[config.mk]
export PLATFORM = sky130hd
export DESIGN_NAME = wb_prefetch_unit_flat
export DESIGN_NICKNAME = d
export VERILOG_FILES = /design/src/rtl/wb_prefetch_unit_pkg.sv /design/src/rtl/wb_prefetch_unit_if.sv /design/src/rtl/wb_prefetch_unit_sync_fifo.sv /design/src/rtl/wb_prefetch_unit.sv /design/src/flat_wrapper.sv
export SDC_FILE = /design/constraint.sdc
export NUM_CORES = 1
export LEC_CHECK = 0
export ABC_AREA = 1
export CORE_MARGIN = 10
export CORE_UTILIZATION = 50
export DETAILED_ROUTE_END_ITERATION = 12
export HOLD_SLACK_MARGIN = 0.15
export PLACE_DENSITY = 0.87
export SYNTH_ARGS = -nofsm -noshare
export SYNTH_HDL_FRONTEND = slang
export SYNTH_SLANG_ARGS = --single-unit
export TNS_END_PERCENT = 5
[constraint.sdc]
create_clock -name clk_i -period 10.3 [get_ports clk_i]
set_input_delay 1.545 -clock clk_i [delete_from_list [all_inputs] [get_ports clk_i]]
set_output_delay 1.545 -clock clk_i [all_outputs]
set_load 0.05 [all_outputs]
[src/rtl/wb_prefetch_unit_pkg.sv]
// Shared constants for the instruction prefetcher: FSM state encoding and
// default bus geometry used by the interface and the top level.
package wb_prefetch_unit_pkg;

    typedef enum logic [1:0] {
        ST_IDLE  = 2'd0,   // bus quiet, deciding whether to issue
        ST_BUS   = 2'd1,   // classic read cycle in progress
        ST_FAULT = 2'd2    // halted on err/timeout until redirected
    } fetch_state_e;

    localparam int unsigned WB_DAT_WIDTH = 64;
    localparam int unsigned WB_ADR_WIDTH = 64;
    localparam int unsigned WB_DEPTH     = 4;
    localparam logic [63:0] WB_RESET_PC  = 64'h0000_8000_0000_0000;
    localparam int unsigned WB_TIMEOUT   = 16;

endpackage

[src/rtl/wb_prefetch_unit_if.sv]
// Wishbone classic read port of the prefetcher. The prefetcher is the
// master; the interconnect (or a bench slave) takes the slave modport.
interface wb_prefetch_unit_if
    import wb_prefetch_unit_pkg::*;
#(
    parameter int unsigned ADR_WIDTH = WB_ADR_WIDTH,
    parameter int unsigned DAT_WIDTH = WB_DAT_WIDTH
) ();

    logic [ADR_WIDTH-1:0]   adr;
    logic [DAT_WIDTH-1:0]   dat;
    logic [DAT_WIDTH/8-1:0] sel;
    logic                   we;
    logic                   stb;
    logic                   cyc;
    logic                   ack;
    logic                   err;

    modport master (
        output adr, sel, we, stb, cyc,
        input  dat, ack, err
    );

    modport slave (
        input  adr, sel, we, stb, cyc,
        output dat, ack, err
    );

endinterface

[src/rtl/wb_prefetch_unit_sync_fifo.sv]
// Synchronous FIFO holding {pc, instr} pairs. Head is visible
// combinationally; push together with pop is accepted even when full.
module wb_prefetch_unit_sync_fifo #(
    parameter int unsigned WIDTH = 128,
    parameter int unsigned DEPTH = 4,
    localparam int unsigned PTR_W = $clog2(DEPTH),
    localparam int unsigned LVL_W = $clog2(DEPTH + 1)
) (
    input  logic             clk_i,
    input  logic             rst_i,
    input  logic             push_i,
    input  logic             pop_i,
    input  logic             flush_i,
    input  logic [WIDTH-1:0] data_i,
    output logic [WIDTH-1:0] data_o,
    output logic             empty_o,
    output logic [LVL_W-1:0] level_o
);

    logic [WIDTH-1:0] mem_q [DEPTH];
    logic [PTR_W-1:0] wr_q;
    logic [PTR_W-1:0] rd_q;
    logic [LVL_W-1:0] level_q;
    logic             full;
    logic             do_push;
    logic             do_pop;

    assign full    = (level_q == LVL_W'(DEPTH));
    assign empty_o = (level_q == '0);
    assign do_pop  = pop_i && !empty_o;
    // A pop in the same cycle frees the slot the push lands in.
    assign do_push = push_i && (!full || do_pop);
    assign data_o  = mem_q[rd_q];
    assign level_o = level_q;

    // Pointer and occupancy bookkeeping; flush empties in one cycle.
    always_ff @(posedge clk_i) begin
        // NOTE: non-blocking assignments here so every flop samples the
        // pre-edge values of its neighbours regardless of statement order.
        if (rst_i || flush_i) begin
            wr_q    <= '0;
            rd_q    <= '0;
            level_q <= '0;
        end else begin
            if (do_push) wr_q <= wr_q + PTR_W'(1);
            if (do_pop)  rd_q <= rd_q + PTR_W'(1);
            case ({do_push, do_pop})
                2'b10:   level_q <= level_q + LVL_W'(1);
                2'b01:   level_q <= level_q - LVL_W'(1);
                default: level_q <= level_q;
            endcase
        end
    end

    // Storage write port.
    always_ff @(posedge clk_i) begin
        // NOTE: the storage array is deliberately not reset; the occupancy
        // count alone decides which entries are meaningful.
        if (do_push) mem_q[wr_q] <= data_i;
    end

endmodule

[src/rtl/wb_prefetch_unit.sv]
// Wishbone instruction prefetcher: owns the fetch PC, issues one classic
// read at a time ahead of the core, queues {pc, instr} pairs, and handles
// redirect, bus error and timeout.
module wb_prefetch_unit
    import wb_prefetch_unit_pkg::*;
#(
    parameter int unsigned          DAT_WIDTH = WB_DAT_WIDTH,
    parameter int unsigned          ADR_WIDTH = WB_ADR_WIDTH,
    parameter int unsigned          DEPTH     = WB_DEPTH,
    parameter logic [ADR_WIDTH-1:0] RESET_PC  = ADR_WIDTH'(WB_RESET_PC),
    parameter int unsigned          TIMEOUT   = WB_TIMEOUT,
    localparam int unsigned         LVL_W     = $clog2(DEPTH + 1)
) (
    input  logic                 clk_i,
    input  logic                 rst_i,
    wb_prefetch_unit_if.master   ifu,
    output logic                 instr_valid_o,
    output logic [DAT_WIDTH-1:0] instr_o,
    output logic [ADR_WIDTH-1:0] instr_pc_o,
    input  logic                 instr_ready_i,
    input  logic                 redirect_i,
    input  logic [ADR_WIDTH-1:0] redirect_pc_i,
    output logic                 fault_o,
    output logic                 fault_timeout_o,
    output logic [ADR_WIDTH-1:0] fault_adr_o,
    output logic [LVL_W-1:0]     level_o
);

    localparam int unsigned          SEL_W      = DAT_WIDTH / 8;
    localparam int unsigned          ADR_LSB    = $clog2(SEL_W);
    localparam logic [ADR_WIDTH-1:0] PC_STEP    = ADR_WIDTH'(SEL_W);
    localparam logic [ADR_WIDTH-1:0] ALIGN_MASK =
        ~((ADR_WIDTH'(1) << ADR_LSB) - ADR_WIDTH'(1));
    localparam int unsigned          TO_W       = (TIMEOUT > 1) ? $clog2(TIMEOUT) : 1;
    localparam logic [TO_W-1:0]      TO_LAST    = (TIMEOUT == 0) ? '0 : TO_W'(TIMEOUT - 1);

    fetch_state_e           state_q;
    fetch_state_e           state_d;
    logic [ADR_WIDTH-1:0]   fetch_pc_q;
    logic [TO_W-1:0]        to_cnt_q;
    logic                   fault_q;
    logic                   fault_to_q;
    logic [ADR_WIDTH-1:0]   fault_adr_q;

    logic                   bus_active;
    logic                   timed_out;
    logic                   push;
    logic                   pop;
    logic                   fault_set;
    logic                   fault_by_to;
    logic                   fifo_empty;
    logic [ADR_WIDTH+DAT_WIDTH-1:0] fifo_head;

    assign bus_active = (state_q == ST_BUS);
    // The counter reads TO_LAST in the TIMEOUT-th cycle of the strobe.
    assign timed_out  = (TIMEOUT != 0) && bus_active && (to_cnt_q == TO_LAST);

    // Bus outputs derive from registered state only, so they are glitch-free.
    assign ifu.stb = bus_active;
    assign ifu.cyc = bus_active;
    assign ifu.we  = 1'b0;
    assign ifu.sel = bus_active ? {SEL_W{1'b1}} : '0;
    assign ifu.adr = bus_active ? fetch_pc_q : '0;

    // Next-state and per-cycle actions; redirect overrides everything.
    always_comb begin
        // NOTE: every output of this block gets a default first so no path
        // leaves one unassigned and infers a latch.
        state_d     = state_q;
        push        = 1'b0;
        fault_set   = 1'b0;
        fault_by_to = 1'b0;
        if (redirect_i) begin
            state_d = ST_IDLE;
        end else begin
            case (state_q)
                ST_IDLE: begin
                    // Only one cycle is ever in flight and none is in IDLE,
                    // so a free FIFO slot is the whole reservation check.
                    if (level_o < LVL_W'(DEPTH)) state_d = ST_BUS;
                end
                ST_BUS: begin
                    if (ifu.err) begin
                        fault_set = 1'b1;
                        state_d   = ST_FAULT;
                    end else if (ifu.ack) begin
                        push    = 1'b1;
                        state_d = ST_IDLE;
                    end else if (timed_out) begin
                        fault_set   = 1'b1;
                        fault_by_to = 1'b1;
                        state_d     = ST_FAULT;
                    end
                end
                ST_FAULT: state_d = ST_FAULT;
                default:  state_d = ST_IDLE;
            endcase
        end
    end

    // FSM state register.
    always_ff @(posedge clk_i) begin
        if (rst_i) state_q <= ST_IDLE;
        else       state_q <= state_d;
    end

    // Strobe-age counter: zero in the first cycle of every bus cycle.
    always_ff @(posedge clk_i) begin
        if (rst_i || !bus_active) to_cnt_q <= '0;
        else                      to_cnt_q <= to_cnt_q + TO_W'(1);
    end

    // Fetch PC advance and sticky fault capture.
    always_ff @(posedge clk_i) begin
        if (rst_i) begin
            fetch_pc_q  <= RESET_PC;
            fault_q     <= 1'b0;
            fault_to_q  <= 1'b0;
            fault_adr_q <= '0;
        end else if (redirect_i) begin
            fetch_pc_q  <= redirect_pc_i & ALIGN_MASK;
            fault_q     <= 1'b0;
            fault_to_q  <= 1'b0;
            fault_adr_q <= '0;
        end else begin
            if (push) fetch_pc_q <= fetch_pc_q + PC_STEP;
            if (fault_set) begin
                fault_q     <= 1'b1;
                fault_to_q  <= fault_by_to;
                fault_adr_q <= fetch_pc_q;
            end
        end
    end

    // A redirect discards the queue, so a same-cycle pop is moot.
    assign pop = instr_valid_o && instr_ready_i && !redirect_i;

    wb_prefetch_unit_sync_fifo #(
        .WIDTH (ADR_WIDTH + DAT_WIDTH),
        .DEPTH (DEPTH)
    ) u_fifo (
        .clk_i   (clk_i),
        .rst_i   (rst_i),
        .push_i  (push),
        .pop_i   (pop),
        .flush_i (redirect_i),
        .data_i  ({fetch_pc_q, ifu.dat}),
        .data_o  (fifo_head),
        .empty_o (fifo_empty),
        .level_o (level_o)
    );

    assign instr_valid_o   = !fifo_empty;
    assign instr_pc_o      = fifo_head[ADR_WIDTH+DAT_WIDTH-1 -: ADR_WIDTH];
    assign instr_o         = fifo_head[DAT_WIDTH-1:0];
    assign fault_o         = fault_q;
    assign fault_timeout_o = fault_to_q;
    assign fault_adr_o     = fault_adr_q;

endmodule

[src/flat_wrapper.sv]
// flat-port wrapper written by rule: the top's interface ports become plain ports
module wb_prefetch_unit_flat import wb_prefetch_unit_pkg::*;
#(
    parameter int unsigned          DAT_WIDTH = WB_DAT_WIDTH,
    parameter int unsigned          ADR_WIDTH = WB_ADR_WIDTH,
    parameter int unsigned          DEPTH     = WB_DEPTH,
    parameter logic [ADR_WIDTH-1:0] RESET_PC  = ADR_WIDTH'(WB_RESET_PC),
    parameter int unsigned          TIMEOUT   = WB_TIMEOUT,
    localparam int unsigned         LVL_W     = $clog2(DEPTH + 1)
)
  (clk_i, rst_i, instr_valid_o, instr_o, instr_pc_o, instr_ready_i, redirect_i, redirect_pc_i, fault_o, fault_timeout_o, fault_adr_o, level_o, ifu_adr, ifu_sel, ifu_we, ifu_stb, ifu_cyc, ifu_dat, ifu_ack, ifu_err);
  wb_prefetch_unit_if #(.ADR_WIDTH(ADR_WIDTH), .DAT_WIDTH(DAT_WIDTH)) ifu_i ();
  input  logic clk_i;
  input  logic rst_i;
  output logic instr_valid_o;
  output logic [DAT_WIDTH-1:0] instr_o;
  output logic [ADR_WIDTH-1:0] instr_pc_o;
  input  logic instr_ready_i;
  input  logic redirect_i;
  input  logic [ADR_WIDTH-1:0] redirect_pc_i;
  output logic fault_o;
  output logic fault_timeout_o;
  output logic [ADR_WIDTH-1:0] fault_adr_o;
  output logic [LVL_W-1:0] level_o;
  output wire logic [$bits(ifu_i.adr)-1:0] ifu_adr;
  output wire logic [$bits(ifu_i.sel)-1:0] ifu_sel;
  output wire logic [$bits(ifu_i.we)-1:0] ifu_we;
  output wire logic [$bits(ifu_i.stb)-1:0] ifu_stb;
  output wire logic [$bits(ifu_i.cyc)-1:0] ifu_cyc;
  input wire logic [$bits(ifu_i.dat)-1:0] ifu_dat;
  input wire logic [$bits(ifu_i.ack)-1:0] ifu_ack;
  input wire logic [$bits(ifu_i.err)-1:0] ifu_err;
  assign ifu_adr = ifu_i.adr;
  assign ifu_sel = ifu_i.sel;
  assign ifu_we = ifu_i.we;
  assign ifu_stb = ifu_i.stb;
  assign ifu_cyc = ifu_i.cyc;
  assign ifu_i.dat = ifu_dat;
  assign ifu_i.ack = ifu_ack;
  assign ifu_i.err = ifu_err;
  wb_prefetch_unit #(.DAT_WIDTH(DAT_WIDTH), .ADR_WIDTH(ADR_WIDTH), .DEPTH(DEPTH), .RESET_PC(RESET_PC), .TIMEOUT(TIMEOUT)) u_core (.clk_i(clk_i), .rst_i(rst_i), .ifu(ifu_i), .instr_valid_o(instr_valid_o), .instr_o(instr_o), .instr_pc_o(instr_pc_o), .instr_ready_i(instr_ready_i), .redirect_i(redirect_i), .redirect_pc_i(redirect_pc_i), .fault_o(fault_o), .fault_timeout_o(fault_timeout_o), .fault_adr_o(fault_adr_o), .level_o(level_o));
endmodule
==> flow_summary.toml, run 1 <==
[critical_path]
worstPathArrival_ns = 4.76
reg2regPathDepth = 8
reg2reg_from = "u_core.state_q[0]$_SDFFE_PP0P_"
critPathCapture = "instr_pc_o[30]"
critPathMaxStageDelay_ns = 0.92
crit_fanout = 108
worstSetupPathType = "reg -> out"
required_ns = 8.76
crit_chain = "buf_4 -> buf_4 -> o21ai_0 -> o22ai_1 -> clkdlybuf4s50_1"
reg2reg_slack_ns = 5.98
cp_common_cell = "buf_4"
crit_path_top_delay_cell = "clkdlybuf4s50_1"
end_kind = "output pin"
critPathLaunchType = "flip-flop"
r2r-end = "u_core.u_fifo.mem_q[3][15]$_DFFE_PP_"

[power]
p_leak_nw = 11.1
power_frac_comb_pct = 5.6
p_switching_mw = 1.21
p_clk_share_pct = 42.4
intPower_mw = 4.27
ir_drop_mv = 0.117
power.density_mw_per_mm2 = 167
power_frac_seq_pct = 52.0
p_sw_share_pct = 22.1

[die]
io_pins = 407
row_count = 84
initial_core_util_pct = 50.4
die_h_um = 250
fp.coreArea_sq_mm = 0.0524
dieArea_sq_mm = 0.0625
die_width_um = 250

[timing]
final-max-slew-violation-count = 0
period_minus_slack_ns = 6.30
rsz0062_at_grt = "no"
fmax_mhz = 159
tns_ns = 0
finClkSkew_ns = 0.0199
fin_crit_sh_pct = 61.2
final-setup-viol-count = 0
slew_headroom_pct = 25.2
max_slew.worst_pin.slew_ns = 1.12
finalHoldViolations = 0

[finish]
final_cell_mix = "edfxtp_1, nor2_1, clkdlybuf4s50_1, o21ai_0, nand2_1"
area_delta_synth_final_pct = 24.3
finalNetCount = 2909
final_cells = 3507
final_util_pct = 62.6
fin_area_sq_mm = 0.0328
final_common_cell = "edfxtp_1"
drive_above_1_share_pct = 7.63

[clock_network]
cts_post_setup_buffers_inserted = 0
cts_hold_buf = 0
cts-root-buf = "clkbuf_16"
cts_resized = 0
clkTransAtPathRegs_ns = 0.06
cts_max_level = 3
numClockSinks = 639
clockBufferDepth = 3
cts_tree = "yes"
clk_latency_ns = 0.60
cts_buffers = 66

[global_route]
grt_usage_pct = 24.1
grt_pass1_wl_um = 118000
grt_max_degree = 152
first_global_vias = 19900
antenna_found_initial = 0
gr-total-overflow = 0

[job]
max-cap-violations = 0

[place]
placed_area_sq_mm = 0.0307
dp_hpwl_um = 51400
gp_congestion = 0.995
dp_cells = 3388
port_buffers = 393

[synthesis]
synth-seq-cells = 639
synth_ff_type = "edfxtp_1"
yosysWarnings = 0
avgSynthCellArea_sq_um = 10.9
synth-edff-count = 500
synthCells = 2431
async_flop_share_pct = 0
synth_seq_area_share_pct = 67.3
netlist_area_sq_mm = 0.0264
synth.distinct_cells = 42

[routing]
drt_iter0_drc = 1747
num_vias = 19900
wl_met3_um = 7050
met1Wirelength_um = 30800
finalWirelength_um = 78300
wl_per_cell_um = 22.3
drcViolationCount = 0
drtAntennaViolNets = 0
via_per_inst = 5.68
drt_first_pass_iters = 7
top_layer_used = "met4"
routed-wl-met2_um = 38000

[status]
status = "complete, no violations"

[hold_path]
hp-class = "reg -> reg"
==> cells by family after synthesis <==
logic type                 count (synthesis)  synth area share (%)
AOI/OAI and AO/OA                        591                  13.1
xor gates and xnor gates                  13                 0.431
adders and majority gates                  7                 0.360
buffers and inverters                    289                  4.62
DFF                                      639                  67.3
other                                      1                0.0142
and+or+nand+nor                          891                  14.1
==> sequential cells by signal (all words and copies together) (netlist names), named ones only <==
register                cells
u_core.to_cnt_q             4
u_core.fault_timeout_o      1
u_core.fault_o              1
u_core.u_fifo.rd_q          2
u_core.fetch_pc_q          61
u_core.state_q              2
u_core.fault_adr_o         61
u_core.u_fifo.mem_q       500
u_core.u_fifo.level_o       3
u_core.u_fifo.wr_q          2
==> power by group through the flow <==
stage	sequential, mW	clock (mW)	combinational, mW
2_1_floorplan	2.90	0	0.162
3_3_place_gp	2.90	0	0.300
3_5_place_dp	2.91	0	0.306
4_1_cts	2.85	2.36	0.308
5_1_grt	2.86	2.47	0.327
6_report	2.85	2.32	0.308
==> cells in the mapped netlist (2+ instances only) <==
master	instances	area share, %
edfxtp_1	500	57
nand4_1	18	0.43
buf_1	13	0.18
a21oi_1	64	1.2
nand2_2	9	0.21
clkbuf_1	88	1.2
a31oi_1	30	0.71
nand3b_1	3	0.085
o21ai_0	307	5.8
o211ai_1	5	0.14
o22ai_1	125	3.0
nand2_4	6	0.26
nor2_2	10	0.24
a211oi_1	5	0.14
o21a_1	2	0.057
nand3_1	68	1.3
nor2_1	479	6.8
nand2_1	274	3.9
o21ai_1	15	0.28
buf_6	3	0.13
ha_1	6	0.28
buf_4	21	0.60
inv_2	15	0.21
nor2_4	8	0.34
nor2_8	4	0.30
inv_1	122	1.7
dfxtp_1	139	11
nor3_2	2	0.076
xor2_1	12	0.40
nor3_1	6	0.11
a211oi_2	35	1.7
buf_2	27	0.51
==> metrics by stage <==
step / hold slack, ns / power [mW] / setup WS, ns
floorplan: 0.418 / 3.06 / 2.19
global placement: 0.426 / 3.20 / 4.63
detailed placement: 0.454 / 3.21 / 4.55
CTS: 0.466 / 5.52 / 4.03
global route: 0.496 / 5.65 / 3.72
finish: 0.464 / 5.49 / 4.00
==> final cells by class <==
cell class | instances | area, sq um
clock buffer | 86 | 1800
antenna | 2 | 5.00
multi-input combinational | 1512 | 7480
sequential | 639 | 17800
inverter | 137 | 520
timing repair buffer | 412 | 4070
tap | 688 | 861
fill | 3976 | 19600
clock inverter | 31 | 295
==> per-layer routing <==
| metal | global-route usage, % | vias up |
|---|---|---|
| met2 | 39.9 | 875 |
| met1 | 30.1 | 9735 |
| met4 | 9.28 | 0 |
| met3 | 5.79 | 137 |
| met5 | 0 | - |
| li1 | - | 9188 |
==> critical path, delay by kind of cell, from the launching register on <==
kind,cells,cell delay (ns)
compound gates,2,0.69
flops,1,0.83
buf+inv,3,2.50
==> worst min path at each step <==
stage               slack (ns)  depth (start not counted)                           from                       endpoint
global route              0.50                          1  u_core.to_cnt_q[0]$_SDFF_PP0_  u_core.to_cnt_q[0]$_SDFF_PP0_
floorplan                 0.42                          1  u_core.to_cnt_q[0]$_SDFF_PP0_  u_core.to_cnt_q[0]$_SDFF_PP0_
global placement          0.43                          1  u_core.to_cnt_q[0]$_SDFF_PP0_  u_core.to_cnt_q[0]$_SDFF_PP0_
CTS                       0.47                          1  u_core.to_cnt_q[0]$_SDFF_PP0_  u_core.to_cnt_q[0]$_SDFF_PP0_
finish                    0.46                          1  u_core.to_cnt_q[0]$_SDFF_PP0_  u_core.to_cnt_q[0]$_SDFF_PP0_
detailed placement        0.45                          2    u_core.fault_o$_SDFFE_PP0P_    u_core.fault_o$_SDFFE_PP0P_
(Power assumes the default switching activity.)
==> run 2: changes to the inputs <==
--- a/config.mk
+++ b/config.mk
@@ -7,10 +7,10 @@
 export LEC_CHECK = 0
 export ABC_AREA = 1
 export CORE_MARGIN = 10
-export CORE_UTILIZATION = 50
+export CORE_UTILIZATION = 49
 export DETAILED_ROUTE_END_ITERATION = 12
 export HOLD_SLACK_MARGIN = 0.15
-export PLACE_DENSITY = 0.87
+export PLACE_DENSITY = 0.89
 export SYNTH_ARGS = -nofsm -noshare
 export SYNTH_HDL_FRONTEND = slang
 export SYNTH_SLANG_ARGS = --single-unit
==> constraint.sdc (replaced) <==
create_clock -name clk_i -period 5.3 [get_ports clk_i]
set_input_delay 0.795 -clock clk_i [delete_from_list [all_inputs] [get_ports clk_i]]
set_output_delay 0.795 -clock clk_i [all_outputs]
set_load 0.05 [all_outputs]
==> flow_summary.toml, run 2 (synthesized netlist as in run 1, its figures left out) <==
[routing]
via_per_inst = 5.67
drt_iter0_drc = 1782
met1Wirelength_um = 29700
drt_first_pass_iters = 5
finalWirelength_um = 77700
top_layer_used = "met5"
routed-wl-met2_um = 37200
wl_per_cell_um = 22.0
num_vias = 20000
drcViolationCount = 0
drtAntennaViolNets = 0
wl_met3_um = 7420

[clock_network]
cts_hold_buf = 0
clk_latency_ns = 0.61
cts_buffers = 67
numClockSinks = 639
clkTransAtPathRegs_ns = 0.06
cts_post_setup_buffers_inserted = 0
cts_max_level = 3
cts-root-buf = "clkbuf_16"
cts_resized = 0
cts_tree = "yes"
clockBufferDepth = 3

[global_route]
grt_max_degree = 126
antenna_found_initial = 2
gr-total-overflow = 0
grt_usage_pct = 23.6
grt_pass1_wl_um = 115000
first_global_vias = 19200

[finish]
largest_reg_flops = 500
num_antenna_cells = 0
final_cell_mix = "edfxtp_1, nor2_1, clkdlybuf4s50_1, o21ai_0, nand2_1"
final_cells = 3522
area_delta_synth_final_pct = 25.1
final_util_pct = 61.7
top_register = "u_core.u_fifo.mem_q"
drive_above_1_share_pct = 8.21
finalNetCount = 2917
final_common_cell = "edfxtp_1"

[critical_path]
crit_fanout = 97
worstSetupPathType = "reg -> out"
worstPathArrival_ns = 3.25
crit_chain = "buf_4 -> o21ai_0 -> o22ai_1 -> clkdlybuf4s50_1"
required_ns = 4.51
crit_path_top_delay_cell = "clkdlybuf4s50_1"
end_kind = "output pin"
critPathLaunchType = "flip-flop"
critPathMaxStageDelay_ns = 0.88

[timing]
fmax_mhz = 247
rsz0062_at_grt = "no"
max_slew.worst_pin.slew_ns = 0.953
holdWs_ns = 0.448
finClkSkew_ns = 0.0213
period_minus_slack_ns = 4.04
final-max-slew-violation-count = 0
fin_crit_sh_pct = 76.3
slew_headroom_pct = 36.5
finalHoldViolations = 0
setup_ws_ns = 1.26
final-setup-viol-count = 0

[status]
status = "complete, no violations"

[job]
max-cap-violations = 0

[hold_path]
hp-class = "reg -> reg"

[die]
fp.coreArea_sq_mm = 0.0536
row_count = 85
dieArea_sq_mm = 0.0636
initial_core_util_pct = 49.3
die_h_um = 252
io_pins = 407
die_width_um = 252

[place]
pre_cts_ws_ns = 1.35
gp_congestion = 0.988
dp_cells = 3403
port_buffers = 393
dp_hpwl_um = 51900

[power]
p_leak_nw = 11.2
ir_drop_mv = 0.279
power.density_mw_per_mm2 = 325
[run 2: changes by cell type in the layout (fill, tap and decap cells not counted), moves of 2 or more]
cell	previous run	this run
clkinv_8	0	3
buf_4	19	17
diode_2	2	0
clkinvlp_4	4	8
buf_12	0	9
clkbuf_1	16	9
[run 2: report_power, final]
group          total (mW)  switching [mW]  internal, mW
combinational       0.604           0.397         0.207
clock                4.60            1.94          2.66
sequential           5.54          0.0929          5.45
total                10.7            2.43          8.31
[run 2: worst max-delay path: cells and delay by family (launching register included)]
family	cells	cell delay [ns]
buffers and inverters	2	1.60
AOI/OAI and AO/OA	2	0.59
DFF	1	0.41
[run 2: per-stage QoR]
step | area [sq um] | total power, mW | setup TNS, ns
after floorplan | 26500 | 5.95 | -90.79
after global placement | 30900 | 6.23 | 0
after detailed placement | 30900 | 6.24 | 0
after CTS | 33100 | 10.8 | 0
after global routing | 33100 | 11.0 | 0
final | 33100 | 10.7 | 0
[run 2: routing by layer]
layer	up-vias	global-route usage, %
met2	995	38.8
met4	4	11.1
met5	-	0
met1	9578	28.7
li1	9227	-
met3	181	6.09
[run 2: final timing paths]
path / start / endpoint / slack, ns / cells after the start
worst max-delay path: flip-flop / instr_pc_o[60] / 1.26 / 4
worst min-delay path: u_core.to_cnt_q[0]$_SDFF_PP0_ / u_core.to_cnt_q[0]$_SDFF_PP0_ / 0.45 / 1
worst max register to register: u_core.state_q[0]$_SDFFE_PP0P_ / u_core.u_fifo.mem_q[1][101]$_DFFE_PP_ / 1.84 / 7
worst min register to register: u_core.to_cnt_q[0]$_SDFF_PP0_ / u_core.to_cnt_q[0]$_SDFF_PP0_ / 0.45 / 1
[run 2: final cells by class]
cell class	instances	area (sq um)
fillers	3982	20500
flip-flops and latches	639	17800
multi-input cells	1512	7480
repair buffers	419	4230
clock buffers	82	1820
well taps	696	871
inverters	137	520
clock inverters	37	344
